$ cat config.mk
export PLATFORM = sky130hd
export DESIGN_NAME = ballot_assembler_flat
export DESIGN_NICKNAME = d
export VERILOG_FILES = /design/src/rtl/ballot_assembler_if.sv /design/src/rtl/ballot_assembler.sv /design/src/flat_wrapper.sv
export SDC_FILE = /design/constraint.sdc
export NUM_CORES = 1
export LEC_CHECK = 0
export ABC_CLOCK_PERIOD_IN_PS = 4200
export CORE_MARGIN = 2
export CORE_UTILIZATION = 51
export DETAILED_ROUTE_END_ITERATION = 10
export PLACE_DENSITY = 0.86
export RECOVER_POWER = 50
export SYNTH_ARGS = -nofsm -noshare
export SYNTH_HDL_FRONTEND = slang
export SYNTH_SLANG_ARGS = --single-unit
export TNS_END_PERCENT = 1
$ cat constraint.sdc
create_clock -name clk_in -period 4.2 [get_ports clk_in]
set_clock_uncertainty 0.1 [all_clocks]
set_input_delay 0.63 -clock clk_in [delete_from_list [all_inputs] [get_ports clk_in]]
set_output_delay 0.63 -clock clk_in [all_outputs]
set_load 0.1 [all_outputs]
$ cat src/rtl/ballot_assembler_if.sv
// Vote/RNG inputs and ballot handshake between the vote processor, the RNG
// and the encryption stage.
interface ballot_assembler_if #(
  parameter int RAND_WIDTH  = 32,
  parameter int NONCE_WORDS = 4,
  parameter int COUNT_WIDTH = 16
);
  logic                              vote_in;
  logic                              vote_valid_in;
  logic [RAND_WIDTH-1:0]             rand_in;
  logic                              rand_valid_in;
  logic [NONCE_WORDS*RAND_WIDTH:0]   ballot_out;
  logic                              ballot_valid_out;
  logic                              ballot_ready_in;
  logic                              busy_out;
  logic                              dropped_out;
  logic [COUNT_WIDTH-1:0]            accepted_count_out;

  modport slave (
    input  vote_in, vote_valid_in, rand_in, rand_valid_in, ballot_ready_in,
    output ballot_out, ballot_valid_out, busy_out, dropped_out, accepted_count_out
  );

  modport master (
    output vote_in, vote_valid_in, rand_in, rand_valid_in, ballot_ready_in,
    input  ballot_out, ballot_valid_out, busy_out, dropped_out, accepted_count_out
  );
endinterface

$ cat src/rtl/ballot_assembler.sv
// Pairs each accepted vote with a nonce gathered from NONCE_WORDS RNG blocks
// and presents {nonce, vote} over valid/ready; counts delivered ballots.
module ballot_assembler #(
  parameter int RAND_WIDTH  = 32,
  parameter int NONCE_WORDS = 4,
  parameter int COUNT_WIDTH = 16
) (
  input  logic               clk_in,
  input  logic               rst_in,
  ballot_assembler_if.slave  bus
);
  localparam int NW  = NONCE_WORDS * RAND_WIDTH;
  localparam int WCW = $clog2(NONCE_WORDS + 1);

  typedef enum logic [1:0] {IDLE, GATHER, PRESENT} state_t;

  state_t                 state;
  logic [NW-1:0]          nonce;
  logic [NW-1:0]          nonce_next;
  logic                   vote;
  logic [WCW-1:0]         word_cnt;
  logic                   ballot_valid;
  logic                   busy;
  logic                   dropped;
  logic [COUNT_WIDTH-1:0] count;

  // New block enters at the top so the first block ends up least significant.
  generate
    if (NONCE_WORDS == 1) begin : g_one
      assign nonce_next = bus.rand_in;
    end else begin : g_many
      assign nonce_next = {bus.rand_in, nonce[NW-1:RAND_WIDTH]};
    end
  endgenerate

  always_ff @(posedge clk_in or negedge rst_in) begin
    if (!rst_in) begin
      state        <= IDLE;
      nonce        <= '0;
      vote         <= 1'b0;
      word_cnt     <= '0;
      ballot_valid <= 1'b0;
      busy         <= 1'b0;
      dropped      <= 1'b0;
      count        <= '0;
    end else begin
      dropped <= 1'b0;
      case (state)
        IDLE: begin
          if (bus.vote_valid_in) begin
            vote     <= bus.vote_in;
            word_cnt <= '0;
            nonce    <= '0;
            busy     <= 1'b1;
            state    <= GATHER;
          end
        end
        GATHER: begin
          if (bus.vote_valid_in) dropped <= 1'b1;
          if (bus.rand_valid_in) begin
            nonce    <= nonce_next;
            word_cnt <= word_cnt + 1'b1;
            if (word_cnt == WCW'(NONCE_WORDS - 1)) begin
              ballot_valid <= 1'b1;
              state        <= PRESENT;
            end
          end
        end
        PRESENT: begin
          // A strobe on the handshake cycle is still dropped; only IDLE accepts.
          if (bus.vote_valid_in) dropped <= 1'b1;
          if (bus.ballot_ready_in) begin
            ballot_valid <= 1'b0;
            busy         <= 1'b0;
            state        <= IDLE;
            if (count != '1) count <= count + 1'b1;
          end
        end
        default: state <= IDLE;
      endcase
    end
  end

  assign bus.ballot_out         = {nonce, vote};
  assign bus.ballot_valid_out   = ballot_valid;
  assign bus.busy_out           = busy;
  assign bus.dropped_out        = dropped;
  assign bus.accepted_count_out = count;
endmodule

$ cat src/flat_wrapper.sv
// flat-port wrapper written by rule: the top's interface ports become plain ports
module ballot_assembler_flat 
#(
  parameter int RAND_WIDTH  = 32,
  parameter int NONCE_WORDS = 4,
  parameter int COUNT_WIDTH = 16
)
  (clk_in, rst_in, bus_vote_in, bus_vote_valid_in, bus_rand_in, bus_rand_valid_in, bus_ballot_ready_in, bus_ballot_out, bus_ballot_valid_out, bus_busy_out, bus_dropped_out, bus_accepted_count_out);
  ballot_assembler_if #(.RAND_WIDTH(RAND_WIDTH), .NONCE_WORDS(NONCE_WORDS), .COUNT_WIDTH(COUNT_WIDTH)) bus_i ();
  input  logic clk_in;
  input  logic rst_in;
  input wire logic [$bits(bus_i.vote_in)-1:0] bus_vote_in;
  input wire logic [$bits(bus_i.vote_valid_in)-1:0] bus_vote_valid_in;
  input wire logic [$bits(bus_i.rand_in)-1:0] bus_rand_in;
  input wire logic [$bits(bus_i.rand_valid_in)-1:0] bus_rand_valid_in;
  input wire logic [$bits(bus_i.ballot_ready_in)-1:0] bus_ballot_ready_in;
  output wire logic [$bits(bus_i.ballot_out)-1:0] bus_ballot_out;
  output wire logic [$bits(bus_i.ballot_valid_out)-1:0] bus_ballot_valid_out;
  output wire logic [$bits(bus_i.busy_out)-1:0] bus_busy_out;
  output wire logic [$bits(bus_i.dropped_out)-1:0] bus_dropped_out;
  output wire logic [$bits(bus_i.accepted_count_out)-1:0] bus_accepted_count_out;
  assign bus_i.vote_in = bus_vote_in;
  assign bus_i.vote_valid_in = bus_vote_valid_in;
  assign bus_i.rand_in = bus_rand_in;
  assign bus_i.rand_valid_in = bus_rand_valid_in;
  assign bus_i.ballot_ready_in = bus_ballot_ready_in;
  assign bus_ballot_out = bus_i.ballot_out;
  assign bus_ballot_valid_out = bus_i.ballot_valid_out;
  assign bus_busy_out = bus_i.busy_out;
  assign bus_dropped_out = bus_i.dropped_out;
  assign bus_accepted_count_out = bus_i.accepted_count_out;
  ballot_assembler #(.RAND_WIDTH(RAND_WIDTH), .NONCE_WORDS(NONCE_WORDS), .COUNT_WIDTH(COUNT_WIDTH)) u_core (.clk_in(clk_in), .rst_in(rst_in), .bus(bus_i));
endmodule
### After elaboration in Yosys (flattened, before gate mapping)

Cells that the tools add are included.

| storage, ports and cells | value |
|---|---|
| register bits after elaboration | 153 |
| input port bits | 38 |
| output and inout port bits | 148 |
| logic and storage cells | 48 |

| cells by class | value |
|---|---|
| $add $sub $neg | 2 |
| eq/ne operators | 8 |
| muxes and demuxes | 19 |
| reduce and logical (&&, ||, !) cells | 11 |

Operator list:

| operator | number |
|---|---|
| $mux 128 | 2 |
| $pmux 128 s2 | 1 |
| $add 16x1->16 const B | 1 |
| $ne 16x16->1 const B | 1 |
| $reduce_and 3->1 | 3 |
| $mux 2 | 4 |
| $reduce_and 4->1 | 2 |
| $mux 1 | 6 |
| $mux 3 | 2 |
| $ne 2x2->1 const B | 3 |
| $pmux 2 s3 | 1 |
| $pmux 3 s2 | 1 |
| $reduce_bool 2->1 | 3 |
| $pmux 1 s2 | 2 |
| $add 3x1->3 const B | 1 |
| $eq 3x2->1 const B | 1 |
| $eq 2x1->1 const B | 1 |
| $eq 2x2->1 const B | 1 |
| $logic_not 2->1 | 1 |
| $ne 2x1->1 const B | 1 |
| $reduce_and 2->1 | 1 |
| $reduce_or 2->1 | 1 |

### Longest topological paths before layout

Gate-level depths: netlist of the first run.

| logic depth | value |
|---|---|
| word-level depth | 4 |
| gate-level depth with buffers | 9 |
| mapped depth without buffers | 6 |

### Worst setup path before layout of the first run

OpenSTA, ideal clock, no wires.

| timing path | value |
|---|---|
| path type | reg-to-reg |
| from | register u_core.count[0], in the netlist u_core.bus.accepted_count_out[0] |
| to | register u_core.count[14], in the netlist u_core.bus.accepted_count_out[14] |
| library setup time | 0.128 ns |
| arrival time | 2.364 ns |
| data required time | 3.972 ns |
| path slack | 1.608 ns |
| stages on the path, launching flop included | 6 |
| path buffers | 0 |
| period minus slack after synthesis | 2.592 ns |
| cells stage by stage | dfrtp_1 -> ha_1 -> nand4_4 -> nor4_1 -> nand3_1 -> mux2_1 |

| between the ends | value |
|---|---|
| word-level cells in the longest chain between the ends | 2 |
| elaborated cells between the ends (all ways) | 3 |
| classes of those cells | add/sub: 1; eq/ne: 1; reduce/logical: 1 |

Ends and longest elaborated chain:

| what | line | RTL |
|---|---|---|
| start: declaration | ballot_assembler.sv:25 | `logic [COUNT_WIDTH-1:0] count;` |
| start signal: assignment | ballot_assembler.sv:76 | `if (count != '1) count <= count + 1'b1;` |
| parallel branches: the longest is 2 deep, another holds $add 16x1->16 | n/a |  |

Several ways; the timed one is not identified.
A chain may end at the register's enable or synchronous reset.

### Worst setup path in the final report of the first run

| timing path | value |
|---|---|
| from | register u_core.state[1] |
| to | register u_core.nonce[40] |

| between the ends | value |
|---|---|
| word-level cells in the longest chain between the ends | 3 |
| elaborated cells between the ends (all ways) | 7 |
| classes of those cells | eq/ne: 3; mux: 1; reduce/logical: 3 |

Ends and longest elaborated chain:

| what | line | RTL |
|---|---|---|
| start: declaration | ballot_assembler.sv:17 | `state_t state;` |
| start signal: assignment | ballot_assembler.sv:38 | `state <= IDLE;` |
| start signal: assignment | ballot_assembler.sv:55 | `state <= GATHER;` |
| start signal: assignment | ballot_assembler.sv:65 | `state <= PRESENT;` |
| $eq 2x1->1 or $logic_not 2->1 (tied branches) | ballot_assembler.sv:48 | `case (state)` |
| $ne 2x2->1 (no line) or $reduce_bool 2->1 (tied branches) | n/a |  |
| $reduce_and 3->1 (no line) | n/a |  |
| end signal: assignment | ballot_assembler.sv:61 | `nonce <= nonce_next;` |
| end: declaration | ballot_assembler.sv:18 | `logic [NW-1:0] nonce;` |

Parallel ways exist; a longest one is shown, timed or not.

==> flow_summary.json, run 1 <==
{
  "synth_cells": 673,
  "place.gp.congestion": 0.8193,
  "grt_overflow": 0,
  "max_freq_mhz": 334.4,
  "die_height_um": 114.8,
  "drtIter0Drc": 494,
  "dieArea_um2": 13180,
  "vias_per_cell": 5.218,
  "cp-start-kind": "register",
  "critPathRequiredTime_ns": 4.41,
  "ios": 186,
  "dp.final_hpwl_um": 10730,
  "cts.sink_count": 153,
  "cp_max_fo": 100,
  "post_cts_buffers": 0,
  "hold_viol": 0,
  "cts_resized": 0,
  "maxSlewViolCount": 185,
  "io_buffers": 185,
  "yosysTopAreaCell": "dfrtp_1",
  "startpoint": "u_core.state[1]",
  "grt_max_degree": 216,
  "grt_pass1_wl_um": 24900,
  "antenna_cells": 0,
  "ys_types": 34,
  "area_growth_pct": 37.72,
  "failed_checks": "capacitance limit, slew limit",
  "fin_setup_tns_ns": 0,
  "antenna_left": 0,
  "worst_pin_slew_ns": 2.026,
  "fin_hold_ws_ns": 0.3812,
  "setup_viol": 0,
  "wl_per_cell_um": 15.51,
  "cp-end-kind": "register",
  "status": "complete, but fails checks",
  "rsz0062_at_grt": "false",
  "root_buffer": "clkbuf_16",
  "crit_slowest_cell": "ha_2",
  "min_period_over_period_pct": 71.20,
  "ctsHoldBuffers": 0,
  "cts_tree": "done",
  "synth_flop_cell": "dfrtp_1",
  "period_needed_ns": 2.990,
  "grt_pass1_vias": 4966,
  "wl_um": 15450,
  "start_util_pct": 52.14,
  "core_um2": 12010,
  "crit_chain": "inv_1 > ha_2 > buf_4 > nand2_1 > o21ai_0",
  "dieWidth_um": 114.8,
  "drive_gt1_share_pct": 3.887,
  "synth_most_common_cell": "nand2_1",
  "clock_latency_ns": 0.40,
  "synthesis.nets": 719,
  "synth_top_area_share_pct": 61.14,
  "yosysSeqAreaShare_pct": 61.14,
  "hold_class": "register to register",
  "antenna_found_initial": 0,
  "synthesis.area_um2": 6262,
  "max-cap-violations": 2,
  "critical_path_class": "register to register",
  "synth_seq_cells": 153,
  "cts_made_buffers": 17,
  "cts_max_path_buffers": 2,
  "reg2reg_from": "u_core.state[1]",
  "num-fill-cells": 883,
  "avgSynthCellArea_um2": 9.305,
  "cts_max_level": 4,
  "yosys_warnings": 0,
  "grt_use_total_pct": 24.06,
  "cp.arrival_ns": 3.20,
  "synthTopCellsByCount": "nand2_1, dfrtp_1, o21ai_0",
  "max-slew-margin-rel_pct": -35.07,
  "drt_first_pass_iters": 7,
  "synth_edf_count": 0,
  "path_clk_slew_ns": 0.06,
  "rows": 40,
  "dr_total_vias": 5197,
  "slowest_delay_ns": 1.45,
  "min-delay-start": "u_core.word_cnt[2]",
  "drc_errors": 0,
  "nets": 885,
  "synthTopCellsByArea": "dfrtp_1, nand2_1, o21ai_0",
  "async_flop_share_pct": 100.0
}
-- critical path, delay by kind of cell (launching register included) --
kind                     cells  cell delay, ns
AO/OA/AOI/OAI                1            0.18
adder cells (fa/ha/maj)      1            1.45
buffers and inverters        2            0.65
flip-flops                   1            0.38
AND/OR/NAND/NOR              1            0.10
-- cell families after synthesis --
group / after synthesis / synth area share (%)
adder cells (fa/ha/maj): 8 / 1.598
XOR/XNOR: 11 / 1.538
AND/OR/NAND/NOR: 303 / 19.90
buffers and inverters: 50 / 3.397
multiplexers: 3 / 0.5394
flip-flops: 153 / 61.14
AO/OA/AOI/OAI: 145 / 11.89
-- metal layers --
layer	GRT usage [%]	vias up	wire length, µm
met5	0	-	0
met4	8.755	0	237
met3	5.166	18	658
met2	38.03	153	7568
met1	33.29	2497	6982
li1	-	2529	-
-- path summary, 6_finish.rpt --
path / to / slack (ns) / cells after the start
max in group asynchronous: u_core.nonce[37] / 1.49 / 2
min in group asynchronous: u_core.nonce[110] / 0.67 / 1
setup reg to reg: u_core.nonce[40] / 1.21 / 5
hold reg to reg: u_core.word_cnt[2] / 0.38 / 2
setup / recovery: u_core.nonce[40] / 1.21 / 5
hold / removal: u_core.word_cnt[2] / 0.38 / 2
-- registers in the layout (all words and copies together), names as in the netlist --
register                       flops
u_core.state                       2
u_core.bus.ballot_valid_out        1
u_core.vote                        1
u_core.nonce                     128
u_core.bus.dropped_out             1
u_core.word_cnt                    3
u_core.bus.busy_out                1
u_core.bus.accepted_count_out     16
-- per-stage QoR --
step	cell area [µm²]	worst slack (ns)	util [%]	cells
floorplan	6262	1.608	-	673
global placement	8175	1.666	68.06	967
detailed placement	8175	1.546	68.06	967
finish	8625	1.210	71.80	996
CTS	8681	1.375	72.27	996
global route	8625	0.9554	71.80	996
-- cell type report --
cell class,instances,area (µm²),area share [%]
clock buffers,25,485.5,5.629
clock inverters,4,20.02,0.2321
flip-flops and latches,153,3829,44.39
repair buffers,190,1892,21.94
inverters,7,26.28,0.3047
multi-input cells,470,2188,25.37
well taps,147,183.9,2.133
-- cells in the final DEF (no fill, tap or decap) --
cell type / count
and2_1: 1
or4_1: 2
o211ai_1: 1
nor4_1: 2
xor2_1: 6
o2111a_1: 1
clkbuf_1: 5
clkbuf_8: 3
nand3_2: 1
o2111ai_1: 1
o32a_1: 1
xnor2_1: 5
o21ai_0: 130
dfrtp_1: 153
nand2_1: 268
nor3b_1: 1
nand4_1: 7
clkdlybuf4s50_1: 184
inv_1: 7
nand2b_1: 4
ha_2: 1
clkinv_2: 4
nand3_1: 6
mux2_2: 1
clkbuf_2: 3
o21ai_1: 9
a21oi_1: 1
clkbuf_16: 17
mux2_1: 2
nor2_1: 3
buf_12: 1
buf_4: 2
nor4b_1: 1
a31oi_1: 1
nor3_1: 7
ha_1: 7
Power of run 1 is not shown: default switching activity piles up to over one toggle a cycle in this logic, so the estimate is an artifact.
==> run 2, diff against run 1 <==
- ABC_CLOCK_PERIOD_IN_PS: 4200 -> 2500
- CORE_UTILIZATION: 51 -> 43
- PLACE_DENSITY: 0.86 -> 0.77
- clock period: 4.2 -> 2.5 ns (I/O delays scaled with it)
==> flow_summary.json, run 2 (synthesis gave the netlist of run 1 again) <==
{
  "fin_setup_tns_ns": 0,
  "hold_viol": 0,
  "max-slew-margin-rel_pct": 17.76,
  "critPathRequiredTime_ns": 2.03,
  "core_um2": 14370,
  "die_height_um": 124.7,
  "antenna_cells": 0,
  "final_common_cell": "nand2_1",
  "largest_register": "u_core.nonce",
  "reg2reg_from": "u_core.state[0]",
  "start_util_pct": 43.58,
  "period_needed_ns": 2.168,
  "grt_pass1_wl_um": 25900,
  "maxSlewViolCount": 0,
  "cp_max_fo": 3,
  "cpLargestDelayFamily": "buffers and inverters",
  "startpoint": "u_core.nonce[118]",
  "max-cap-violations": 0,
  "grt_max_degree": 62,
  "nets": 893,
  "rsz0062_at_grt": "false",
  "cp-start-kind": "register",
  "antenna_left": 0,
  "cts.sink_count": 153,
  "dieWidth_um": 124.7,
  "cp.depth": 1,
  "wl_um": 15740,
  "ios": 186,
  "wl_per_cell_um": 15.09,
  "instances_no_fill": 1043,
  "layout_common_cells": "nand2_1, dfrtp_1, o21ai_0",
  "min-delay-start": "u_core.nonce[16]",
  "cp-end-kind": "output pin",
  "cts_max_level": 4,
  "grt_use_total_pct": 20.93,
  "worst_pin_slew_ns": 1.234,
  "vias_per_cell": 4.842,
  "area_growth_pct": 33.35,
  "dr_total_vias": 5050,
  "setup_viol": 0,
  "place.gp.congestion": 0.8265,
  "max_freq_mhz": 461.2,
  "status": "finished, final reports clean",
  "rows": 44,
  "path_clk_slew_ns": 0.06,
  "antenna_found_initial": 0,
  "largest_register_ffs": 128,
  "cts_made_buffers": 17,
  "grt_overflow": 0,
  "hold_class": "register to register",
  "crit_chain": "clkbuf_1",
  "critical_path_class": "register to output pin",
  "drc_errors": 0,
  "post_cts_buffers": 0,
  "dp.final_hpwl_um": 11050,
  "min_period_over_period_pct": 86.72,
  "io_buffers": 185,
  "num-fill-cells": 1323,
  "clock_latency_ns": 0.42,
  "grt_pass1_vias": 4828,
  "crit_slowest_cell": "clkbuf_1",
  "drt_first_pass_iters": 4,
  "worstHoldPathCells": 2,
  "cts_tree": "done",
  "root_buffer": "clkbuf_16",
  "placed_cells": 1011,
  "drtIter0Drc": 280,
  "cp.arrival_ns": 1.69,
  "dieArea_um2": 15550,
  "ff2ff_path_depth": 6,
  "crit_buf_inv": 1,
  "cts_max_path_buffers": 2,
  "slowest_delay_ns": 0.90,
  "drive_gt1_share_pct": 15.13
}
[run 2: timing repair]
action,CTS,global route
hold buffers,1,0
endpoints found under the hold margin,46,0
gates resized for setup,0,0
[run 2: path summary, 6_finish.rpt]
path,to,slack [ns]
worst max-delay path,bus_ballot_out[119],0.33
worst min-delay path,u_core.nonce[16],0.38
worst max register to register,u_core.bus.accepted_count_out[14],0.38
worst min register to register,u_core.nonce[16],0.38
max in group asynchronous,u_core.nonce[105],0.46
min in group asynchronous,u_core.nonce[21],0.67
[run 2: worst register-to-register path, cell delays in order (launching register included)]
cell     delay (ns)
dfrtp_1        0.41
inv_1          0.13
ha_1           0.30
nand2_1        0.11
nor4_1         0.48
nand3_1        0.15
mux2_1         0.32
[run 2: metal layers]
metal  part of all wire, %  GRT usage, %  up-vias  wire length (µm)
li1                      -             -     2560                 -
met1                    47         29.63     2345              7418
met2                    46         31.02      115              7286
met3                   3.9         4.725       30               614
met4                   2.7         9.187        0               420
met5                     0             0        -                 0
[run 2: cell type report]
cell class / count / area, µm² / area share, %
sequential: 153 / 3831 / 45.88
multi-input combinational: 470 / 2221 / 26.60
timing repair buffer: 198 / 1408 / 16.86
clock buffer: 22 / 464.2 / 5.559
tap: 184 / 230.2 / 2.757
clock inverter: 9 / 170.2 / 2.038
inverter: 7 / 26.28 / 0.3147
[run 2: metrics by stage]
| stage | hold slack [ns] | utilization [%] | instance area [µm²] | setup WS [ns] |
|---|---|---|---|---|
| after floorplan | -0.02059 | - | 6265 | 0.06375 |
| after global placement | 0.2472 | 55.63 | 7994 | 0.3157 |
| after detailed placement | 0.2448 | 55.63 | 7994 | 0.2813 |
| after CTS | 0.3715 | 60.12 | 8638 | 0.3619 |
| after global routing | 0.3920 | 58.12 | 8351 | 0.1310 |
| final | 0.3763 | 58.12 | 8351 | 0.3319 |
Power of run 2 is left out for the same reason.
